===== src/rtl/and_16bit_bist_if.sv =====
// Bus between the BIST engine and its controller / chip under test.
// The master side is the BIST engine: it drives the chip inputs and status, and samples start and the chip output.
`timescale 1ns/1ps
interface and_16bit_bist_if;
    logic        start;
    logic        busy;
    logic        done;
    logic        pass;
    logic [7:0]  err_count;
    logic [7:0]  first_fail_idx;
    logic [15:0] dut_a;
    logic [15:0] dut_b;
    logic [15:0] dut_out;

    modport master (
        input  start,
        input  dut_out,
        output busy,
        output done,
        output pass,
        output err_count,
        output first_fail_idx,
        output dut_a,
        output dut_b
    );

    modport slave (
        output start,
        output dut_out,
        input  busy,
        input  done,
        input  pass,
        input  err_count,
        input  first_fail_idx,
        input  dut_a,
        input  dut_b
    );
endinterface


===== src/rtl/and_16bit_bist.sv =====
// BIST engine for a 16-bit AND chip: 4 fixed vectors followed by NUM_RAND Galois-LFSR vectors.
// Each vector takes two cycles (APPLY drives the chip, CHECK compares its output).
`timescale 1ns/1ps
module and_16bit_bist #(
    parameter int          NUM_RAND = 64,
    parameter logic [15:0] SEED     = 16'hACE1
) (
    input  logic clk,
    input  logic reset,
    and_16bit_bist_if.master bist_if
);
    localparam logic [7:0]  LAST_IDX = 8'(3 + NUM_RAND);
    // A zero seed would lock the LFSR at zero, so it is replaced by 1.
    localparam logic [15:0] SEED_EFF = (SEED == 16'h0000) ? 16'h0001 : SEED;
    localparam logic [15:0] LFSR_TAPS = 16'hB400;

    typedef enum logic [1:0] {IDLE, APPLY, CHECK, DONE} state_t;

    state_t      state_q, state_d;
    logic [7:0]  idx_q, idx_d;
    logic [15:0] lfsr_q, lfsr_d;
    logic [15:0] exp_q, exp_d;
    logic [15:0] a_q, a_d;
    logic [15:0] b_q, b_d;
    logic [7:0]  err_q, err_d;
    logic [7:0]  ffi_q, ffi_d;
    logic        pass_q, pass_d;

    logic [15:0] vec_a, vec_b;
    logic [15:0] lfsr_step;
    logic        mismatch;

    always_ff @(posedge clk or posedge reset) begin
        if (reset) begin
            state_q <= IDLE;
            idx_q   <= 8'd0;
            lfsr_q  <= SEED_EFF;
            exp_q   <= 16'h0000;
            a_q     <= 16'h0000;
            b_q     <= 16'h0000;
            err_q   <= 8'd0;
            ffi_q   <= 8'd0;
            pass_q  <= 1'b0;
        end else begin
            state_q <= state_d;
            idx_q   <= idx_d;
            lfsr_q  <= lfsr_d;
            exp_q   <= exp_d;
            a_q     <= a_d;
            b_q     <= b_d;
            err_q   <= err_d;
            ffi_q   <= ffi_d;
            pass_q  <= pass_d;
        end
    end

    // Vector generator: fixed patterns first, then LFSR value and its byte-swapped complement.
    always_comb begin
        vec_a = lfsr_q;
        vec_b = ~{lfsr_q[7:0], lfsr_q[15:8]};
        case (idx_q)
            8'd0: begin vec_a = 16'h0000; vec_b = 16'h0000; end
            8'd1: begin vec_a = 16'h0000; vec_b = 16'hFFFF; end
            8'd2: begin vec_a = 16'hFFFF; vec_b = 16'hFFFF; end
            8'd3: begin vec_a = 16'hAAAA; vec_b = 16'h5555; end
            default: ;
        endcase
    end

    assign lfsr_step = {1'b0, lfsr_q[15:1]} ^ (lfsr_q[0] ? LFSR_TAPS : 16'h0000);
    assign mismatch  = (bist_if.dut_out != exp_q);

    always_comb begin
        state_d = state_q;
        idx_d   = idx_q;
        lfsr_d  = lfsr_q;
        exp_d   = exp_q;
        a_d     = a_q;
        b_d     = b_q;
        err_d   = err_q;
        ffi_d   = ffi_q;
        pass_d  = pass_q;
        case (state_q)
            IDLE, DONE: begin
                if (bist_if.start) begin
                    state_d = APPLY;
                    idx_d   = 8'd0;
                    lfsr_d  = SEED_EFF;
                    err_d   = 8'd0;
                    ffi_d   = 8'd0;
                    pass_d  = 1'b0;
                end
            end
            APPLY: begin
                a_d     = vec_a;
                b_d     = vec_b;
                exp_d   = vec_a & vec_b;
                state_d = CHECK;
            end
            CHECK: begin
                if (mismatch) begin
                    err_d = err_q + 8'd1;
                    if (err_q == 8'd0) begin
                        ffi_d = idx_q;
                    end
                end
                if (idx_q == LAST_IDX) begin
                    // pass must already account for this final comparison.
                    pass_d  = (err_q == 8'd0) && !mismatch;
                    state_d = DONE;
                end else begin
                    idx_d = idx_q + 8'd1;
                    if (idx_q >= 8'd4) begin
                        lfsr_d = lfsr_step;
                    end
                    state_d = APPLY;
                end
            end
            default: state_d = IDLE;
        endcase
    end

    assign bist_if.busy           = (state_q == APPLY) || (state_q == CHECK);
    assign bist_if.done           = (state_q == DONE);
    assign bist_if.pass           = pass_q;
    assign bist_if.err_count      = err_q;
    assign bist_if.first_fail_idx = ffi_q;
    assign bist_if.dut_a          = a_q;
    assign bist_if.dut_b          = b_q;
endmodule

===== src/flat_wrapper.sv =====
// flat-port wrapper written by rule: the top's interface ports become plain ports
module and_16bit_bist_flat 
#(
    parameter int          NUM_RAND = 64,
    parameter logic [15:0] SEED     = 16'hACE1
)
  (clk, reset, bist_if_start, bist_if_dut_out, bist_if_busy, bist_if_done, bist_if_pass, bist_if_err_count, bist_if_first_fail_idx, bist_if_dut_a, bist_if_dut_b);
  and_16bit_bist_if bist_if_i ();
  input  logic clk;
  input  logic reset;
  input wire logic [$bits(bist_if_i.start)-1:0] bist_if_start;
  input wire logic [$bits(bist_if_i.dut_out)-1:0] bist_if_dut_out;
  output wire logic [$bits(bist_if_i.busy)-1:0] bist_if_busy;
  output wire logic [$bits(bist_if_i.done)-1:0] bist_if_done;
  output wire logic [$bits(bist_if_i.pass)-1:0] bist_if_pass;
  output wire logic [$bits(bist_if_i.err_count)-1:0] bist_if_err_count;
  output wire logic [$bits(bist_if_i.first_fail_idx)-1:0] bist_if_first_fail_idx;
  output wire logic [$bits(bist_if_i.dut_a)-1:0] bist_if_dut_a;
  output wire logic [$bits(bist_if_i.dut_b)-1:0] bist_if_dut_b;
  assign bist_if_i.start = bist_if_start;
  assign bist_if_i.dut_out = bist_if_dut_out;
  assign bist_if_busy = bist_if_i.busy;
  assign bist_if_done = bist_if_i.done;
  assign bist_if_pass = bist_if_i.pass;
  assign bist_if_err_count = bist_if_i.err_count;
  assign bist_if_first_fail_idx = bist_if_i.first_fail_idx;
  assign bist_if_dut_a = bist_if_i.dut_a;
  assign bist_if_dut_b = bist_if_i.dut_b;
  and_16bit_bist #(.NUM_RAND(NUM_RAND), .SEED(SEED)) u_core (.clk(clk), .reset(reset), .bist_if(bist_if_i));
endmodule

===== config.mk =====
export PLATFORM = sky130hd
export DESIGN_NAME = and_16bit_bist_flat
export DESIGN_NICKNAME = d
export VERILOG_FILES = /design/src/rtl/and_16bit_bist_if.sv /design/src/rtl/and_16bit_bist.sv /design/src/flat_wrapper.sv
export SDC_FILE = /design/constraint.sdc
export NUM_CORES = 1
export LEC_CHECK = 0
export BUFFER_PORTS_ARGS = -buffer_cell sky130_fd_sc_hd__buf_2
export CAP_MARGIN = 25
export CORE_ASPECT_RATIO = 1.1
export CORE_UTILIZATION = 35
export CTS_BUF_LIST = sky130_fd_sc_hd__clkbuf_16
export DETAILED_ROUTE_END_ITERATION = 7
export GPL_TIMING_DRIVEN = 0
export MAX_ROUTING_LAYER = met4
export PLACE_DENSITY_LB_ADDON = 0.08
export SLEW_MARGIN = 20
export SYNTH_ARGS = -nofsm -noshare
export SYNTH_HDL_FRONTEND = slang
export SYNTH_SLANG_ARGS = --single-unit
export TNS_END_PERCENT = 10

===== constraint.sdc =====
create_clock -name clk -period 2.65 [get_ports clk]
set_input_delay 0 -clock clk [delete_from_list [all_inputs] [get_ports clk]]
set_output_delay 0 -clock clk [all_outputs]
set_load 0.05 [all_outputs]

; Word level (Yosys, flattened, before mapping)
; Index checks and enable logic that the tools add are counted.
[word_totals]
input_bits = 19
regBits = 91
[op_classes]
n_eq_ne = 14
n_lt_le_gt_ge = 1
reduce_logical = 15
n_bitwise = 3
addsub = 2
mux = 21
[op_table]
columns = cell, count
row1 = 16-bit case mux with 3 select lines, 2
row2 = 16-bit 2-to-1 mux, 4
row3 = 8-bit case mux with 2 select lines, 3
row4 = 8-bit 2-to-1 mux, 5
row5 = 16-bit case mux with 2 select lines, 1
row6 = "8-bit by 1-bit adder with 8-bit output, second input constant", 2
row7 = 16-bit AND, 1
row8 = "8-bit by 2-bit == test with 1-bit output, second input constant", 2
row9 = 8-bit zero test, 2
row10 = 16-bit inequality test, 1
row11 = 16-bit inverter, 1
row12 = 15-bit by 16-bit bitwise XOR with 16-bit output, 1
row13 = 3-bit AND reduction, 3
row14 = "8-bit by 1-bit == test with 1-bit output, second input constant", 1
row15 = "8-bit by 7-bit == test with 1-bit output, second input constant", 1
row16 = "8-bit by 3-bit greater-or-equal comparator with 1-bit output, second input constant", 1
row17 = "2-bit by 1-bit inequality test with 1-bit output, second input constant", 4
row18 = 4-bit AND reduction, 2
row19 = 2-bit case mux with 3 select lines, 1
row20 = 2-bit OR reduction, 3
row21 = "2-bit == test, second input constant", 2
row22 = 2-bit 2-to-1 mux, 2
row23 = "2-bit inequality test, second input constant", 2
row24 = "2-bit by 1-bit == test with 1-bit output, second input constant", 1
row25 = 7 further kinds, 8

; Longest topological paths before layout
[depth]
word_depth = 5
depth_mapped = 8
depth_no_buf = 7

; Least setup slack after synthesis
; Ideal clock, no wire load.
[synth_timing]
kind = register to register
startpoint = register u_core.idx_q[5]
endpoint = register u_core.lfsr_q[14]
synth_period_minus_slack_ns = 1.933
required_ns = 2.529
n_path_buf = 1
arrival_ns = 1.812
setup_ns = 0.121
path_stages_with_launch = 7
slack_ns = 0.717
cell_sequence = dfrtp_1 or4_4 a211oi_2 nor2_2 and2_4 buf_6 a22o_1
[synth_via]
elab_chain_len = 3
word_cells_on_any_way = 5
[synth_rtl]
columns = element, line_no
row1 = from (decl), and_16bit_bist.sv:20  ; logic [7:0] idx_q, idx_d;
row2 = from (signal assigned), and_16bit_bist.sv:46  ; idx_q <= idx_d;
row3 = 8-bit by 3-bit greater-or-equal comparator with 1-bit output / 8-bit by 7-bit == test with 1-bit output (equally long branches), "and_16bit_bist.sv:113, and_16bit_bist.sv:107"
row4 = 2-bit by 1-bit inequality test with 1-bit output (no line) / 2-bit inequality test (equally long branches), n/a
row5 = 4-bit AND reduction (no line) (*), n/a
row6 = to (signal assigned), and_16bit_bist.sv:47  ; lfsr_q <= lfsr_d;
row7 = to (decl), and_16bit_bist.sv:21  ; logic [15:0] lfsr_q, lfsr_d;
; Every way passes the cells marked *; elsewhere a longest branch is shown, timed or not.
; A chain may end at the register's enable or synchronous reset.

; Final worst setup path
[layout_timing]
startpoint = register u_core.state_q[0]
endpoint = register u_core.err_q[7] (netlist: u_core.bist_if.err_count[7])
[layout_via]
elab_chain_len = 4
word_cells_on_any_way = 9
[layout_rtl]
columns = element, line_no
row1 = from (decl), and_16bit_bist.sv:19  ; state_t state_q, state_d;
row2 = from (signal assigned), and_16bit_bist.sv:45  ; state_q <= state_d;
row3 = 2-bit == test / 2-bit zero test (equally long branches), and_16bit_bist.sv:83  ; case (state_q)
row4 = 2-bit OR reduction, and_16bit_bist.sv:83
row5 = 2-bit inequality test (no line) / 2-bit nonzero test (equally long branches), n/a
row6 = 3-bit AND reduction (no line), n/a
row7 = to (signal assigned), and_16bit_bist.sv:51  ; err_q <= err_d;
row8 = to (decl), and_16bit_bist.sv:25  ; logic [7:0] err_q, err_d;
; Several ways; a longest one is shown, not always the timed one.

==> results.md <==
* Fraction of the yosys area taken by sequential cells at 51.3%
* Number of primary I/O pins at 70
* Area of the core region at 12,200 µm²
* Placer Congestion at 0.768
* CTS tree: yes
* Fin area at 5310 µm²
* Effective utilization at floorplan at 36.4%
* Crit path max fanout at 10
* Routed wire length per instance at 16.7 µm
* Post-route core utilization at 43.3%
* Count of flip-flops with a built-in enable after synthesis at 0
* Int Power at 2.04 mW
* Register bit count reported by yosys at 91
* Crit end category: flip-flop
* Crit path required time at 2.92 ns
* Tightest slew margin relative to the limit at 50.9%
* Worst hold-check slack at 0.204 ns
* Commonest cells in the synthesized netlist: sky130_fd_sc_hd__dfrtp_1, sky130_fd_sc_hd__nand2_1, sky130_fd_sc_hd__inv_1
* Share of flip-flops with an asynchronous set or reset after synthesis at 100%
* Total placed instance area at 5030 µm²
* Maximum number of buffers from clock root to sink at 2
* Worst Setup Path Type: flip-flop to flip-flop
* Die area at 13,200 µm²
* Worst min path class: primary input to asynchronous set/reset pin
* VDD IR max at 0.270 mV
* Sw Share at 22.6%
* Max Cap Violations at 0
* Standard-cell rows at 42
* Proportion of power drawn by the clock network at 43.7%
* Post-Syn Area at 4460 µm²
* Clock tree skew after final layout at 0.00471 ns
* Growth of design area from synthesis to finish at 19.0%
* Port Buffer Count at 69
* Nets at 529
* Combinational cell fraction of total power at 3.4%
* Total Routed Length at 11.0 mm
* Total congestion overflow at 0
* Die extent in x at 110 µm
* Ant diodes at 0
* Violation count after the first detailed-route iteration at 155
* Number of global-route vias before repair at 3,541
* Synthesized Nets at 446
* Tightest Pin Transition at 0.731 ns
* Average via count per standard cell at 5.10
* Warnings, synthesis at 0
* Arrival time reported for the critical path endpoint at 2.62 ns
* Via count of the routed design at 3,360
* Root buffer selected by CTS: sky130_fd_sc_hd__clkbuf_16
* Fraction of post-synthesis cell area in the top cell type by area at 46.6%
* Unrepaired setup endpoints after global routing: no
* Remaining antenna violation count at 0
* Overall routing resource usage at 19.0%
* Clk_lat worst skew at 0.35 ns
* Final hold violation count at 0
* Dominant cell type by area after synthesis: sky130_fd_sc_hd__dfrtp_1
* Remaining DRCs at 0
* Top area cells in the synthesized netlist: sky130_fd_sc_hd__dfrtp_1, sky130_fd_sc_hd__dfstp_2, sky130_fd_sc_hd__xnor2_1
* Initial antenna violation count at 0
* Number of buffers created by CTS at 9
* Number of levels the H-tree was split into at 3
* Startpoint of the lowest-slack register-to-register path: u_core.state_q[0]$_DFFE_PP0P_
* Avg Inst Size Synth at 10.7 µm²
* Post-CTS setup repair buffer count at 0
* Maximum operating frequency at 425 MHz
* Result of the run: complete, no violations
* Final critical path time including I/O delays and setup at 2.35 ns
* Final period util at 88.7%
* Clock-pin slew on the worst setup and hold paths at 0.06 ns
* Timing startpoint of the critical path: u_core.state_q[0]$_DFFE_PP0P_
* Net Switching at 0.597 mW
* Count of cell types in the netlist at 52
* Critical Path Start Type: flip-flop
* TritonCTS sink count at 91
* Top flip-flop cell by instance count after synthesis: sky130_fd_sc_hd__dfrtp_1
* HPWL after detailed placement at 7.73 mm
* Seq pwr share at 52.9%
* Terminus of the critical flop-to-flop path: u_core.bist_if.err_count[7]$_DFFE_PP0P_
* Die outline height at 120 µm
* Worst R2R Setup Slack at 0.30 ns
* Worst R2R Path Depth at 7
* Number of slew-limit violations in the final report at 0
* P per Cell Area at 497 nW/µm²
* Largest net degree at the start of global routing at 52
* Setup Viol. Count Final at 0
* Critical Path End: u_core.bist_if.err_count[7]$_DFFE_PP0P_
* Number of search-and-repair iterations in the first detailed-routing pass at 4
* Fraction of final layout cells sized beyond drive strength 1 at 24.0%
* Static Leakage at 2.57 nW
* Global-route wire length before repair at 18.3 mm
* Number of standard cells after synthesis at 417
* Most frequent cell after synthesis: sky130_fd_sc_hd__dfrtp_1
[power groups by stage]
| stage | Sequential, mW | Clock, mW | Combinational [mW] |
|---|---|---|---|
| final | 1.40 | 1.15 | 0.0909 |
| after global routing | 1.39 | 1.25 | 0.104 |
| after floorplan | 1.43 | 0 | 0.0444 |
| after detailed placement | 1.42 | 0 | 0.0925 |
| after CTS | 1.40 | 1.20 | 0.0948 |
| after global placement | 1.42 | 0 | 0.0841 |
[sequential cells by signal, indices dropped and copies added, names as in the netlist]
register and count:
u_core.bist_if.dut_a 16, u_core.bist_if.dut_b 16, u_core.exp_q 16, u_core.lfsr_q 16, u_core.bist_if.err_count 8, u_core.bist_if.first_fail_idx 8
u_core.idx_q 8, u_core.state_q 2, u_core.bist_if.pass 1
[stage by stage]
step	std cells	TNS, ns	power [mW]	worst slack [ns]
after floorplan	417	0	1.47	0.300
after global placement	640	-73.56	1.51	-0.894
after detailed placement	641	0	1.51	0.253
after CTS	659	0	2.69	0.234
after global routing	659	0	2.75	0.0594
final	659	0	2.64	0.300
[cell type report]
cell class | count | area (µm²)
Multi-Input combinational cell | 276 | 1960
Fill cell | 1222 | 6940
Clock inverter | 7 | 30.0
Sequential cell | 91 | 2290
Tap cell | 154 | 193
Buffer | 19 | 91.3
Inverter | 31 | 121
Timing Repair Buffer | 72 | 393
Clock buffer | 9 | 225
[how the worst min path moves through the flow]
| stage | endpoint | slack, ns | cells after the start |
|---|---|---|---|
| detailed placement | u_core.bist_if.dut_a[3]$_DFFE_PP0N_ | 0.05 | 2 |
| floorplan | u_core.state_q[1]$_DFFE_PP0P_ | 0.19 | 2 |
| CTS | u_core.bist_if.dut_a[5]$_DFFE_PP0N_ | 0.21 | 3 |
| global placement | u_core.state_q[1]$_DFFE_PP0P_ | 0.31 | 3 |
| finish | u_core.bist_if.dut_a[5]$_DFFE_PP0N_ | 0.20 | 3 |
| global route | u_core.bist_if.dut_a[3]$_DFFE_PP0N_ | 0.25 | 3 |
[layer usage]
metal	up-vias	GRT usage, %	part of all wire (%)
li1	1612	-	-
met1	1663	24.0	47
met2	71	30.0	48
met3	14	2.96	3.1
met4	0	8.58	2.4
met5	-	-	0
[repair_timing]
action | CTS | global route
resized for setup | 0 | 0
endpoints found under the setup margin | 0 | 0
hold buffers | 2 | 0
hold endpoints to repair | 41 | 0
[placed cells by master, fill, tap and decap left out, types with 10 or more instances in the layout]
cell type	count
sky130_fd_sc_hd__nor2_1	21
sky130_fd_sc_hd__a21oi_1	15
sky130_fd_sc_hd__xnor2_1	23
sky130_fd_sc_hd__buf_2	70
sky130_fd_sc_hd__mux2_2	14
sky130_fd_sc_hd__o21ai_1	12
sky130_fd_sc_hd__o21ai_0	18
sky130_fd_sc_hd__inv_1	33
sky130_fd_sc_hd__clkbuf_1	14
sky130_fd_sc_hd__mux2i_1	19
sky130_fd_sc_hd__nand2_1	33
sky130_fd_sc_hd__dfrtp_1	83
sky130_fd_sc_hd__ha_1	10
[worst max-delay path, stage by stage, from the launching register on]
cell,delay (ns)
sky130_fd_sc_hd__dfrtp_1,0.43
sky130_fd_sc_hd__inv_1,0.06
sky130_fd_sc_hd__ha_1,0.33
sky130_fd_sc_hd__nand2b_1,0.17
sky130_fd_sc_hd__nand2b_1,0.13
sky130_fd_sc_hd__clkbuf_1,0.25
sky130_fd_sc_hd__a21oi_1,0.63
sky130_fd_sc_hd__mux2i_1,0.26
[kinds of logic after synthesis]
logic type	synth area share (%)
adders and majority gates	2.81
buffers and inverters	4.66
AOI/OAI and AO/OA	16.5
DFF	51.3
muxes	7.80
xor gates and xnor gates	4.71
and+or+nand+nor	12.2
Note: power is estimated with default switching activity, not from simulation.
